`src/rtl/nsc8_control_unit.sv`:
```
// nsc8_control_unit: multi-cycle fetch/execute sequencer driving the NSC-8 bus strobes and flags
module nsc8_control_unit #(
  parameter int X = 8
) (
  input  logic         clk,
  input  logic         rst,
  input  logic         run,
  input  logic [X-1:0] instr_in,
  input  logic         alu_zero,
  input  logic         alu_carry,
  output logic         pc_out_en,
  output logic         mar_load,
  output logic         mem_out_en,
  output logic         ir_load,
  output logic         pc_inc,
  output logic         ir_out_en,
  output logic         pc_load,
  output logic         load_a,
  output logic         load_immediate_a,
  output logic         acc_output_enable,
  output logic         load_b,
  output logic [1:0]   alu_op,
  output logic         alu_out_en,
  output logic         mem_write,
  output logic         out_load,
  output logic         zero_flag,
  output logic         carry_flag,
  output logic         halted
);
  localparam logic [2:0] FETCH0 = 3'd0;
  localparam logic [2:0] FETCH1 = 3'd1;
  localparam logic [2:0] EXEC0  = 3'd2;
  localparam logic [2:0] EXEC1  = 3'd3;
  localparam logic [2:0] EXEC2  = 3'd4;
  localparam logic [2:0] HALT   = 3'd5;
  logic [2:0] state, state_nxt;
  logic [3:0] op;
  logic f0, f1, e0, e1, e2, mem_ref, arith, jump, unused_operand;
  assign op = instr_in[X-1:X-4];
  assign unused_operand = ^instr_in[X-5:0];
  // State qualifiers fold in !rst so every strobe drops while reset is held
  assign f0 = !rst && state == FETCH0 && run;
  assign f1 = !rst && state == FETCH1;
  assign e0 = !rst && state == EXEC0;
  assign e1 = !rst && state == EXEC1;
  assign e2 = !rst && state == EXEC2;
  assign arith   = op == 4'h3 || op == 4'h4;
  assign mem_ref = op == 4'h1 || op == 4'h5 || arith;
  assign jump    = op == 4'h6 || (op == 4'h7 && zero_flag) || (op == 4'h8 && carry_flag);
  assign pc_out_en         = f0;
  assign mar_load          = f0 || (e0 && mem_ref);
  assign mem_out_en        = f1 || (e1 && op != 4'h5);
  assign ir_load           = f1;
  assign pc_inc            = f1;
  assign ir_out_en         = e0 && (mem_ref || jump);
  assign pc_load           = e0 && jump;
  assign load_a            = (e1 && op == 4'h1) || (e2 && arith);
  assign load_immediate_a  = e0 && op == 4'h2;
  assign acc_output_enable = (e1 && op == 4'h5) || (e0 && op == 4'h9);
  assign load_b            = e1 && arith;
  assign alu_out_en        = e2 && arith;
  assign alu_op            = (e2 && op == 4'h4) ? 2'b01 : 2'b00;
  assign mem_write         = e1 && op == 4'h5;
  assign out_load          = e0 && op == 4'h9;
  assign halted            = state == HALT;
  always_comb begin
    state_nxt = state == FETCH0 ? (run ? FETCH1 : FETCH0)
              : state == FETCH1 ? EXEC0
              : state == EXEC0  ? (op == 4'hF ? HALT : mem_ref ? EXEC1 : FETCH0)
              : state == EXEC1  ? (arith ? EXEC2 : FETCH0)
              : state == HALT   ? HALT
              : FETCH0;
  end
  always_ff @(posedge clk) begin
    if (rst) begin
      state      <= FETCH0;
      zero_flag  <= 1'b0;
      carry_flag <= 1'b0;
    end else begin
      state <= state_nxt;
      if (e2 && arith) begin
        zero_flag  <= alu_zero;
        carry_flag <= alu_carry;
      end
    end
  end
endmodule

```
`config.mk`:
```
export PLATFORM = sky130hd
export DESIGN_NAME = nsc8_control_unit
export DESIGN_NICKNAME = d
export VERILOG_FILES = /design/src/rtl/nsc8_control_unit.sv
export SDC_FILE = /design/constraint.sdc
export NUM_CORES = 1
export LEC_CHECK = 0
export CAP_MARGIN = 20
export CORE_MARGIN = 1.5
export CORE_UTILIZATION = 39
export DETAILED_ROUTE_END_ITERATION = 10
export GPL_ROUTABILITY_DRIVEN = 0
export GPL_TIMING_DRIVEN = 0
export HOLD_SLACK_MARGIN = 0.15
export PLACE_DENSITY = 0.86
export SYNTH_ARGS = -nofsm -noshare
export SYNTH_HDL_FRONTEND = slang
export SYNTH_SLANG_ARGS = --single-unit
```
`constraint.sdc`:
```
create_clock -name clk -period 3.1 [get_ports clk]
set_clock_uncertainty 0.15 [all_clocks]
set_input_delay 0.62 -clock clk [delete_from_list [all_inputs] [get_ports clk]]
set_output_delay 0.62 -clock clk [all_outputs]
set_load 0.005 [all_outputs]
```
# ---- After elaboration in Yosys (flattened, before gate mapping)
# Index checks and enable logic that the tools add are counted.
dict set report totals {
  register_bits 5
  inputBits 13
  output_inout_bits 19
}
dict set report op_classes {
  eq_ne 16
  mux 10
  n_reduce_logical 31
}
# op count
set op_table {}
lappend op_table {{$mux W3} 7}
lappend op_table {{$logic_and A1 B1 Y1} 19}
lappend op_table {{$eq A4 B3 Y1 const B} 4}
lappend op_table {{$eq A4 B4 Y1 const B} 3}
lappend op_table {{$logic_or A1 B1 Y1} 10}
lappend op_table {{$eq A4 B2 Y1 const B} 2}
lappend op_table {{$eq A3 B2 Y1 const B} 2}
lappend op_table {{$eq A3 B3 Y1 const B} 2}
lappend op_table {{$eq A4 B1 Y1 const B} 1}
lappend op_table {{$ne A4 B3 Y1 const B} 1}
lappend op_table {{$eq A3 B1 Y1 const B} 1}
lappend op_table {{$logic_not A3 Y1} 1}
lappend op_table {{$mux W1} 2}
lappend op_table {{$mux W2} 1}
lappend op_table {{$logic_not A1 Y1} 1}

# ---- Longest topological paths before layout
# Gate-level depths: netlist of the first run.
dict set report depth {
  ltp_word 8
  ltp_mapped 5
  depth_no_buf 4
}

# ---- Least setup slack after synthesis of the first run
# OpenSTA, ideal clock, no wires.
dict set report synth_path {
  kind {input-to-output}
  start {input port rst}
  end {output port load_a}
  arrival_time_ns 1.374
  t_required_ns 2.330
  slack_ns 0.956
  cell_stages 4
  n_path_buf 0
  cell_sequence {nor2_1 nand3_1 o22a_1 o32ai_2}
}
dict set report synth_between {
  elab_chain_len 4
  elab_cells_between_ends 6
  cone_classes {6 x reduce/logical}
}
# element line
set synth_rtl {}
lappend synth_rtl {{start, declared} 6} ;# input logic rst,
lappend synth_rtl {{$logic_not A1 Y1 *} {45, 46}}
lappend synth_rtl {{$logic_and A1 B1 Y1, on equally long branches} {45, 46}}
lappend synth_rtl {{$logic_and A1 B1 Y1} 57} ;# assign load_a = (e1 && op == 4'h1) || (e2 && arith);
lappend synth_rtl {{$logic_or A1 B1 Y1 *} 57}
lappend synth_rtl {{end, declared} 18} ;# output logic load_a,
# Every way passes the cells marked *; elsewhere a longest branch is shown, timed or not.

# ---- Worst setup path in the final report of the first run
dict set report layout_path {
  start {input port instr_in[6]}
  end {output port load_a}
}
dict set report layout_between {
  elab_chain_len 4
  elab_cells_between_ends 7
  cone_classes {3 x eq/ne; 4 x reduce/logical}
}
# element line
set layout_rtl {}
lappend layout_rtl {{start, declared} 8} ;# input logic [X-1:0] instr_in,
lappend layout_rtl {{$eq A4 B2 Y1 / $eq A4 B3 Y1 (equally long branches)} 47} ;# assign arith = op == 4'h3 || op == 4'h4;
lappend layout_rtl {{$logic_or A1 B1 Y1} 47}
lappend layout_rtl {{$logic_and A1 B1 Y1} 57}
lappend layout_rtl {{$logic_or A1 B1 Y1 *} 57}
# Marks and branches as above.

==> run metrics, run 1 <==
initial antenna violation count 0; Worst Path Max Fanout 9; synthesized instance count 69; largest net degree at the start of global routing 11; DP Area 786 µm²; final setup TNS 0 ns; post-synth top area share 18.6%; mean post-synth cell area 7.78 µm²; PD cells 240 nW/µm²; Clock Sink Count 5; routed len/inst about 12 µm; # DRC 0; cells along the critical path dlygate4sd2_1 -> nand2b_1 -> o22a_1 -> o32ai_2 -> clkdlybuf4s50_1; Critical Path AT between 2 and 2.5 ns; commonest non-fill, non-tap cell in the layout clkdlybuf4s50_1; Detail Placement HPWL about 1100 µm; Critical R2R Launch state[2]$_SDFF_PP0_; HP Class reg -> reg; Setup violations, final 0; most frequent cells in the layout clkdlybuf4s50_1, nor2_1, nand2b_1; max-slew violation count 0; DR iter-0 viols 5; post-route cell area between 800 and 900 µm²; Reg2Reg Depth 4; WHS 0.498 ns; RR Endpoint carry_flag$_SDFFE_PP0P_; Hold Path End zero_flag$_SDFFE_PP0P_; Max clock buf depth 2; CTS Root Cell clkbuf_4; run status finished, final reports clean; Max H-tree Level 1; clock latency on the worst-skew pair 0.26 ns; area leader, netlist dfxtp_1; Post-Route WL 1350 µm; Crit Path Class in -> out; area grow syn2layout 57.1%; met2 routed WL 639 µm; drt pass-1 iters 4; Clock Pin Slew Worst Setup and Hold Paths approximately 0.050 ns; # hold bufs at CTS 0; power consumption 0.203 mW; Total Routing Usage GR 17.7%; via count 575; first-pass GRT wire length 1860 µm; share of cells above drive strength 1 22.7%; Fin. Hold Viols 0; Nets 111; Worst path slowest cell clkdlybuf4s50_1; FP Rows 13; Worst Hold Depth 3; highest routed layer met4; period utilization between 90% and 100%; I/O pin total 32; Num CTS Buffers 3; fmax 0.343 GHz; CORE AREA roughly 1300 µm²; Die Wd 40.1 µm; r2r setup slk 1.59 ns; number of synthesized register bits 5; Netlist cell types 34; Data required, critical path 2.33 ns; met3 WL post-DR 53 µm; Ys Warns 0; register area share after synthesis 18.6%; ant diodes 0; Die Span Y about 40 µm; fin cells 112; Leak Pwr 0.307 nW; Max-Cap Viols 0; vias per std cell 5.13; hold_sp zero_flag$_SDFFE_PP0P_; WL met1 approximately 620 µm; top post-synthesis cells by area dfxtp_1, nand2b_1, nor2_1; dpl cells 107; crit end category output pin; port bufs 23; largest stage delay on the critical path roughly 0.53 ns; CP Launch Type input pin; minimum clock period 2.91 ns; Die ar. 1610 µm²; Max VDD drop 0.225 mV; CTS tree built; RSZ-0062 raised after global routing no; starting density of the core 41.8%; vias in the first global route 470; Syn Nets 82; gr ovfl total 0; Post-DRT Antenna Nets 0; Mapped Area 537 µm²
==> metal layers <==
metal	up-vias	GRT usage, %
met4	0	10.3
met3	4	3.33
met5	-	0
li1	301	-
met2	18	29.4
met1	252	20.9
==> synthesized netlist by cell type <==
| cell | n |
|---|---|
| nor2_1 | 10 |
| nand2b_1 | 6 |
| a21oi_1 | 5 |
| dfxtp_1 | 5 |
| buf_2 | 3 |
| inv_1 | 3 |
| nand2_1 | 3 |
| a21o_1 | 2 |
| buf_4 | 2 |
| mux2_4 | 2 |
| nand3_1 | 2 |
| nor2b_1 | 2 |
| nor3_1 | 2 |
| nor4_1 | 2 |
| a22oi_1 | 1 |
| conb_1 | 1 |
| nand2_2 | 1 |
| nand2b_4 | 1 |
| nand3b_1 | 1 |
| nand4_1 | 1 |
| nand4b_1 | 1 |
| nand4bb_1 | 1 |
| nor4b_1 | 1 |
| nor4b_4 | 1 |
| o21a_1 | 1 |
| o21ai_0 | 1 |
| o21bai_1 | 1 |
| o221ai_1 | 1 |
| o22a_1 | 1 |
| o22ai_1 | 1 |
| o31ai_4 | 1 |
| o32ai_2 | 1 |
| or2_2 | 1 |
| or3b_1 | 1 |
==> state kept, by name, indices dropped and copies added (netlist names) <==
name and count:
state 3, zero_flag 1, carry_flag 1
==> area by class of cell <==
cell class,count,area [µm²]
buffer,5,30.0
multi-input combinational,56,424
inverter,3,11.3
sequential,5,100
clock buffer,3,22.5
clock inverter,1,5.00
timing repair buffer,24,231
fill,124,442
tap,15,18.8
==> power breakdown <==
| group | leakage (nW) | internal [mW] | total [mW] | switching (mW) |
|---|---|---|---|---|
| sequential | 0.0406 | 0.0662 | 0.0702 | 0.00402 |
| clock | 0.0177 | 0.0471 | 0.0801 | 0.0330 |
| combinational | 0.249 | 0.0265 | 0.0526 | 0.0261 |
==> metrics by stage <==
step | setup WS, ns | utilization, %
after CTS | 0.0193 | 64.6
final | 0.188 | 65.6
after global routing | 0.123 | 65.6
after floorplan | 0.956 | -
after global placement | -0.259 | 61.1
after detailed placement | -0.280 | 61.1
==> logic make-up (layout without fill, tap and decap cells) <==
| kind of cell | count (synthesis) | in the layout | synth area share [%] |
|---|---|---|---|
| AO/OA/AOI/OAI | 16 | 16 | 24.0 |
| AND/OR/NAND/NOR | 37 | 37 | 43.4 |
| flip-flops | 5 | 5 | 18.6 |
| buffers and inverters | 8 | 36 | 7.69 |
| multiplexers | 2 | 2 | 5.59 |
| other | 1 | 1 | 0.699 |
==> critical path, delay by kind of cell <==
kind                   cells  cell delay [ns]
buffers and inverters      2             0.87
and+or+nand+nor            1             0.22
AOI/OAI and AO/OA          2             0.43
==> how the worst max path moves through the flow <==
stage / end / cells after the start / from / slack [ns]
6_report: load_a / 5 / instr_in[6] / 0.19
5_1_grt: load_a / 5 / instr_in[6] / 0.12
4_1_cts: load_a / 6 / rst / 0.02
3_5_place_dp: load_a / 6 / rst / -0.28
3_3_place_gp: load_a / 6 / rst / -0.26
2_1_floorplan: load_a / 4 / rst / 0.96
==> what timing repair did <==
item | 4_1_cts | 5_1_grt
gates resized for setup | 4 | 4
setup endpoints to repair | 7 | 1
pin swaps | 0 | 1
buffers inserted | 0 | 1
Power figures use the tool's default switching activity.
==> inputs of run 2 (changes only) <==
--- a/config.mk
+++ b/config.mk
@@ -8,6 +8,7 @@
 export CAP_MARGIN = 20
 export CORE_MARGIN = 1.5
 export CORE_UTILIZATION = 39
+export CTS_CLUSTER_SIZE = 12
 export DETAILED_ROUTE_END_ITERATION = 10
 export GPL_ROUTABILITY_DRIVEN = 0
 export GPL_TIMING_DRIVEN = 0
==> results of run 2 <==
Final layout, timing and power as in run 1 (identical DEF).
